[src/rtl/neuron_pkg.sv]
// neuron_pkg: shared types, default parameters and helpers for neuron_lif_n.
// Holds the FSM state enum, VW saturation, and the lane offset helper.
package neuron_pkg;

    localparam int DEF_N_IN       = 4;
    localparam int DEF_DW         = 8;
    localparam int DEF_VW         = 16;
    localparam int DEF_THRESHOLD  = 100;
    localparam int DEF_V_RESET    = 0;
    localparam int DEF_LEAK_SHIFT = 3;
    localparam int DEF_REFRAC_CYC = 2;

    typedef enum logic [1:0] {
        S_IDLE   = 2'd0,
        S_ACCUM  = 2'd1,
        S_UPDATE = 2'd2
`ifdef NEURON_REFRACTORY_EN
        ,
        S_REFRAC = 2'd3
`endif
    } state_t;

    // Bit offset of lane idx inside a packed vector of dw-bit lanes.
    function automatic int lane_lo(input int idx, input int dw);
        return idx * dw;
    endfunction

    // Clamp x to the signed range of a vw-bit value.
    function automatic logic signed [63:0] sat_vw(
        input logic signed [63:0] x,
        input int                 vw
    );
        logic signed [63:0] hi;
        logic signed [63:0] lo;
        hi = (64'sd1 <<< (vw - 1)) - 64'sd1;
        lo = -(64'sd1 <<< (vw - 1));
        if (x > hi) return hi;
        if (x < lo) return lo;
        return x;
    endfunction

endpackage

[src/rtl/neuron_mac.sv]
// neuron_mac: one signed multiply-accumulate lane with clear/load/enable.
// Ports: clk, i_clr, i_load/i_init, i_en, i_a, i_w, o_acc.
module neuron_mac
    import neuron_pkg::*;
#(
    parameter int DW = DEF_DW,
    parameter int AW = 35
) (
    input  logic                 clk,
    input  logic                 i_clr,
    input  logic                 i_load,
    input  logic                 i_en,
    input  logic signed [AW-1:0] i_init,
    input  logic signed [DW-1:0] i_a,
    input  logic signed [DW-1:0] i_w,
    output logic signed [AW-1:0] o_acc
);

    logic signed [2*DW-1:0] w_prod;
    logic signed [AW-1:0]   w_prod_x;
    logic signed [AW-1:0]   r_acc;

    assign w_prod   = i_a * i_w;
    assign w_prod_x = {{(AW - 2*DW){w_prod[2*DW-1]}}, w_prod};
    assign o_acc    = r_acc;

    always_ff @(posedge clk) begin
        if (i_clr) begin
            r_acc <= '0;
        end else if (i_load) begin
            r_acc <= i_init;
        end else if (i_en) begin
            r_acc <= r_acc + w_prod_x;
        end
    end

endmodule

[src/rtl/neuron_lif_n.sv]
// neuron_lif_n: N_IN-input leaky integrate-and-fire neuron, one MAC per cycle.
// Ports: clk, rst (sync, active-high), step_valid/step_ready handshake,
// a/w (packed signed lanes), bias, vp (membrane), spike and done pulses.
// Option macro NEURON_REFRACTORY_EN adds the refractory counter and state.
module neuron_lif_n
    import neuron_pkg::*;
#(
    parameter int N_IN       = DEF_N_IN,
    parameter int DW         = DEF_DW,
    parameter int VW         = DEF_VW,
    parameter int THRESHOLD  = DEF_THRESHOLD,
    parameter int V_RESET    = DEF_V_RESET,
    parameter int LEAK_SHIFT = DEF_LEAK_SHIFT,
    parameter int REFRAC_CYC = DEF_REFRAC_CYC
) (
    input  logic              clk,
    input  logic              rst,
    input  logic              step_valid,
    output logic              step_ready,
    input  logic [N_IN*DW-1:0] a,
    input  logic [N_IN*DW-1:0] w,
    input  logic [DW-1:0]     bias,
    output logic [VW-1:0]     vp,
    output logic              spike,
    output logic              done
);

    localparam int AW = VW + 2*DW + $clog2(N_IN) + 1;
    localparam int IW = (N_IN > 1) ? $clog2(N_IN) : 1;
    localparam logic [IW-1:0]        LAST = IW'(N_IN - 1);
    localparam logic signed [VW-1:0] TH_V = VW'(THRESHOLD);
    localparam logic signed [VW-1:0] VR_V = VW'(V_RESET);

    state_t r_state;
    state_t w_next;

    logic [N_IN*DW-1:0]   r_a;
    logic [N_IN*DW-1:0]   r_w;
    logic signed [DW-1:0] r_bias;
    logic signed [VW-1:0] r_vp;
    logic signed [VW-1:0] r_leak;
    logic [IW-1:0]        r_idx;
    logic                 r_spike;
    logic                 r_done;

    logic                 w_accept;
    logic                 w_en;
    logic                 w_upd;
    logic                 w_fire;
    logic signed [DW-1:0] w_a_lane;
    logic signed [DW-1:0] w_w_lane;
    logic signed [AW-1:0] w_init;
    logic signed [AW-1:0] w_acc;
    logic signed [AW:0]   w_sum;
    logic signed [63:0]   w_sat;
    logic signed [VW-1:0] w_vnew;

`ifdef NEURON_REFRACTORY_EN
    localparam int CW = (REFRAC_CYC > 0) ? $clog2(REFRAC_CYC + 1) : 1;
    logic [CW-1:0] r_cnt;
    logic          w_ref;
`else
    logic w_unused_refrac;
    assign w_unused_refrac = REFRAC_CYC[0];
`endif

    assign step_ready = (r_state == S_IDLE);
    assign vp         = r_vp;
    assign spike      = r_spike;
    assign done       = r_done;

    assign w_a_lane = r_a[lane_lo(int'(r_idx), DW) +: DW];
    assign w_w_lane = r_w[lane_lo(int'(r_idx), DW) +: DW];
    assign w_init   = {{(AW - VW){r_vp[VW-1]}}, r_vp};

    // acc + bias - leak, widened one bit so the sum itself never wraps.
    assign w_sum = {w_acc[AW-1], w_acc}
                 + {{(AW + 1 - DW){r_bias[DW-1]}}, r_bias}
                 - {{(AW + 1 - VW){r_leak[VW-1]}}, r_leak};
    assign w_sat  = sat_vw({{(63 - AW){w_sum[AW]}}, w_sum}, VW);
    assign w_vnew = w_sat[VW-1:0];
    assign w_fire = (w_vnew >= TH_V);

    neuron_mac #(
        .DW (DW),
        .AW (AW)
    ) u_mac (
        .clk    (clk),
        .i_clr  (rst),
        .i_load (w_accept),
        .i_en   (w_en),
        .i_init (w_init),
        .i_a    (w_a_lane),
        .i_w    (w_w_lane),
        .o_acc  (w_acc)
    );

    always_ff @(posedge clk) begin
        if (rst) begin
            r_state <= S_IDLE;
        end else begin
            r_state <= w_next;
        end
    end

    always_comb begin
        w_next   = r_state;
        w_accept = 1'b0;
        w_en     = 1'b0;
        w_upd    = 1'b0;
`ifdef NEURON_REFRACTORY_EN
        w_ref    = 1'b0;
`endif
        unique case (r_state)
            S_IDLE: begin
                if (step_valid) begin
                    w_accept = 1'b1;
                    w_next   = S_ACCUM;
`ifdef NEURON_REFRACTORY_EN
                    if (r_cnt != '0) w_next = S_REFRAC;
`endif
                end
            end
            S_ACCUM: begin
                w_en = 1'b1;
                if (r_idx == LAST) w_next = S_UPDATE;
            end
            S_UPDATE: begin
                w_upd  = 1'b1;
                w_next = S_IDLE;
            end
`ifdef NEURON_REFRACTORY_EN
            S_REFRAC: begin
                w_ref  = 1'b1;
                w_next = S_IDLE;
            end
`endif
            default: w_next = S_IDLE;
        endcase
    end

    always_ff @(posedge clk) begin
        if (rst) begin
            r_a     <= '0;
            r_w     <= '0;
            r_bias  <= '0;
            r_leak  <= '0;
            r_idx   <= '0;
            r_vp    <= VR_V;
            r_spike <= 1'b0;
            r_done  <= 1'b0;
        end else begin
            r_spike <= 1'b0;
            r_done  <= 1'b0;
            if (w_accept) begin
                r_a    <= a;
                r_w    <= w;
                r_bias <= bias;
                r_leak <= r_vp >>> LEAK_SHIFT;
                r_idx  <= '0;
            end
            if (w_en) r_idx <= r_idx + IW'(1);
            if (w_upd) begin
                r_done <= 1'b1;
                if (w_fire) begin
                    r_spike <= 1'b1;
                    r_vp    <= VR_V;
                end else begin
                    r_vp <= w_vnew;
                end
            end
`ifdef NEURON_REFRACTORY_EN
            if (w_ref) r_done <= 1'b1;
`endif
        end
    end

`ifdef NEURON_REFRACTORY_EN
    always_ff @(posedge clk) begin
        if (rst) begin
            r_cnt <= '0;
        end else if (w_upd && w_fire) begin
            r_cnt <= CW'(REFRAC_CYC);
        end else if (w_ref) begin
            r_cnt <= r_cnt - CW'(1);
        end
    end
`endif

endmodule

[config.mk]
export PLATFORM = sky130hd
export DESIGN_NAME = neuron_lif_n
export DESIGN_NICKNAME = d
export VERILOG_FILES = /design/src/rtl/neuron_pkg.sv /design/src/rtl/neuron_mac.sv /design/src/rtl/neuron_lif_n.sv
export SDC_FILE = /design/constraint.sdc
export NUM_CORES = 1
export LEC_CHECK = 0
export CAP_MARGIN = 10
export CORE_MARGIN = 2
export CORE_UTILIZATION = 60
export CTS_CLUSTER_SIZE = 10
export DETAILED_ROUTE_END_ITERATION = 6
export PLACE_DENSITY = 0.8
export SYNTH_ARGS = -nofsm -noshare
export SYNTH_HDL_FRONTEND = slang
export SYNTH_HIERARCHICAL = 1
export SYNTH_SLANG_ARGS = --single-unit
[constraint.sdc]
create_clock -name clk -period 11.55 [get_ports clk]
set_input_delay 1.155 -clock clk [delete_from_list [all_inputs] [get_ports clk]]
set_output_delay 1.155 -clock clk [all_outputs]
set_load 0.02 [all_outputs]
==> impl_metrics.tcl <==
set metrics [dict create \
    synth-main-ff-cell "dfxtp_1" \
    ys_types 96 \
    cts_buffer_depth 2 \
    finalSetupTns_ns 0 \
    timing.final.crit_share_pct 66.3 \
    setup_slack_reg_to_reg_ns 3.89 \
    grt_antenna_before_repair 0 \
    fmaxAchievable_ghz 0.131 \
    overflow 0 \
    number_of_global_route_vias_before_repair 12400 \
    final_net_count 2155 \
    critical_path_arrival_ns 7.99 \
    synth_top_area_share_pct 24.0 \
    timing.setup.critical_path_class "flip-flop to flip-flop" \
    holdCritPathClass "flip-flop to flip-flop" \
    ctsHoldBuffers 0 \
    via_per_inst 5.76 \
    maxSlewViolCount 0 \
    critical_path.startpoint_type "flip-flop" \
    synth-warning-count 6 \
    buffer_ports.inserted 93 \
    gp_congestion 0.911 \
    routed_via_count 12200 \
    design.core.area_um2 25000 \
    wire_length_of_the_first_global_routing_pass_um 61300 \
    synth-async-reset-ratio_pct 0 \
    cts_tree "done" \
    syn_area_um2 15100 \
    vdd_drop_max_mv 0.0961 \
    drive_above_1_share_pct 6.07 \
    timing.max_slew.rel_slack_pct 31.4 \
    die_h_um 163 \
    clock_transition_at_the_registers_of_the_reported_paths_ns 0.07 \
    maximum_capacitance_violations 0 \
    post_route_cell_area_um2 16800 \
    setup_viol_count_final 0 \
    grt_max_degree 88 \
    p_switching_w 0.000897 \
    synthDominantAreaCellType "fa_1" \
    syn-mean-instance-area_um2 8.73 \
    detailed_place.area_um2 16300 \
    core.rowCount 58 \
    synthCells 1730 \
    synth.area.top_cells "fa_1 24%, dfxtp_1 19%, ha_1 9.5%" \
    antennaDiodeCount 0 \
    worstSkewPairLatency_ns 0.43 \
    unrepaired_setup_endpoints_after_global_routing "no" \
    power_density_nw_per_um2 126 \
    dieWidth_um 163 \
    p_leak_nw 7.66 \
    finClkSkew_ns 0.0152 \
    globalRouteTotalUtil_pct 28.9 \
    cts_inserted_buffers 17 \
    path_max_fanout 18 \
    worstMarginPinSlew_ns 1.03 \
    drc 0 \
    post-dp-hpwl_um 29300 \
    drt_iter0_markers 870 \
    cts_max_level 4 \
    cts-resized-gates 0 \
    sw_frac_of_total_pct 42.2 \
    start_util_pct 60.5 \
    critPathCaptureType "flip-flop" \
    cp.required_ns 11.88 \
    cts-root-buf "clkbuf_16" \
    power.combinational.fraction_pct 48.3 \
    finalHoldViolations 0 \
    synthesis.nets 2101 \
    drt_pre_antenna_iters 7 \
    boundaryPins 94 \
    power_frac_seq_pct 25.4 \
    area_growth_pct 11.4 \
    postRouteWirelength_um 36900 \
    post_synthesis_sequential_element_count 142 \
    run_status "finished, final reports clean" \
    die_outline_area_um2 26500 \
    cts_sinks 142 \
    post-cts-setup-buffer-count 0 \
    power.internal_w 0.00123 \
    route.detailed.wl_per_inst_um 17.3 \
    post-route-min-period_ns 7.66 \
    synth-edff-count 0 \
    ys_seq_area_share_pct 18.8 \
    share_clk_of_total_power_pct 26.2 \
    postRouteAntennaNets 0 \
]
## routing by layer
layer / GRT usage [%] / routed length (um) / vias to the layer above
met3: 4.41 / 2020 / 37
met2: 48.3 / 17700 / 341
met4: 5.67 / 370 / 0
li1: - / - / 5922
met5: 0 / 0 / -
met1: 40.3 / 16700 / 5945
## power groups by stage
stage	sequential, W	clock (W)	combinational, W
5_1_grt	0.000543	0.000580	0.00114
6_report	0.000540	0.000557	0.00103
3_3_place_gp	0.000549	0	0.000984
3_5_place_dp	0.000551	0	0.00101
2_1_floorplan	0.000539	0	0.000788
4_1_cts	0.000540	0.000563	0.00102
## cell type report
cell class / count / area (um2)
clock buffer: 18 / 429
clock inverter: 14 / 146
fill: 2033 / 8140
inverter: 220 / 828
multi-input combinational: 1299 / 11200
sequential: 142 / 2840
tap: 330 / 413
timing repair buffer: 104 / 1010
## Yosys cell counts, types with 11 or more instances
master    count
xor2_1       25
mux4_2       16
clkbuf_1     50
nor2_1       82
fa_1        181
mux2i_1      11
a21oi_1     181
inv_1       217
ha_1        115
xnor2_1      30
nand4_1      24
dfxtp_1     142
o21ai_0      36
nand2b_1     13
nor3_1       12
and2_1       39
a21o_1       26
nor2b_1      12
nand2_1     276
nand3_1      21
## cells in the final DEF (no fill, tap or decap), types with 11 or more instances in the layout
cell | synthesis | final
nand2_1 | 276 | 275
inv_1 | 217 | 217
a21oi_1 | 181 | 181
fa_1 | 181 | 181
dfxtp_1 | 142 | 142
ha_1 | 115 | 115
clkdlybuf4s50_1 | 0 | 92
nor2_1 | 82 | 82
and2_1 | 39 | 38
o21ai_0 | 36 | 36
xnor2_1 | 30 | 30
a21o_1 | 26 | 26
xor2_1 | 25 | 25
nand4_1 | 24 | 24
nand3_1 | 21 | 21
clkbuf_16 | 0 | 17
mux4_2 | 16 | 16
nand2b_1 | 13 | 13
nor2b_1 | 12 | 12
nor3_1 | 12 | 12
buf_4 | 1 | 12
mux2i_1 | 11 | 11
## worst max-delay path, cell delays in order, from the launching register on
cell and delay [ns]:
dfxtp_1 0.83, mux4_2 0.50, and2_1 0.23, fa_1 0.59, inv_1 0.15, fa_1 0.62, inv_1 0.81, fa_1 0.57
fa_1 0.51, ha_1 0.32, ha_1 0.38, a21o_1 0.18, a211o_1 0.32, nor2_1 0.11, nand3_1 0.12, a21oi_1 0.35
o221ai_1 0.26, a21oi_1 0.22, xor2_1 0.10, a2111oi_2 0.35
## through the flow
step	total power, W	utilization, %	setup slack, ns	cells	hold WS, ns
final	0.00212	67.4	3.89	2127	0.453
after detailed placement	0.00156	65.1	3.84	2095	0.447
after floorplan	0.00133	-	3.98	1730	0.433
after global placement	0.00153	65.1	4.02	2095	0.439
after CTS	0.00212	67.4	3.82	2127	0.456
after global routing	0.00226	67.4	3.37	2127	0.473
## sequential cells by signal, summed over array words and instances (netlist names)
register	cells
u_mac/o_acc	35
r_a	32
r_w	32
vp	16
r_leak	13
r_bias	8
r_idx	2
r_state	2
done	1
spike	1
## worst paths after layout
kind	endpoint	cells after the start	startpoint
worst max-delay path	u_mac/o_acc[31]$_SDFFE_PP0P_	19	r_idx[1]$_SDFFE_PP0P_
worst min-delay path	r_w[11]$_SDFFE_PP0P_	2	r_w[11]$_SDFFE_PP0P_
worst max register to register	u_mac/o_acc[31]$_SDFFE_PP0P_	19	r_idx[1]$_SDFFE_PP0P_
worst min register to register	r_w[11]$_SDFFE_PP0P_	2	r_w[11]$_SDFFE_PP0P_
## kinds of logic after synthesis
group,count (synthesis),share of synthesized area (%)
muxes,27,3.11
AOI/OAI and AO/OA,390,17.1
buffers and inverters,289,7.34
xor gates and xnor gates,56,3.37
adders and majority gates,296,33.5
DFF,142,18.8
and+or+nand+nor,530,16.7
(Power assumes the default switching activity.)
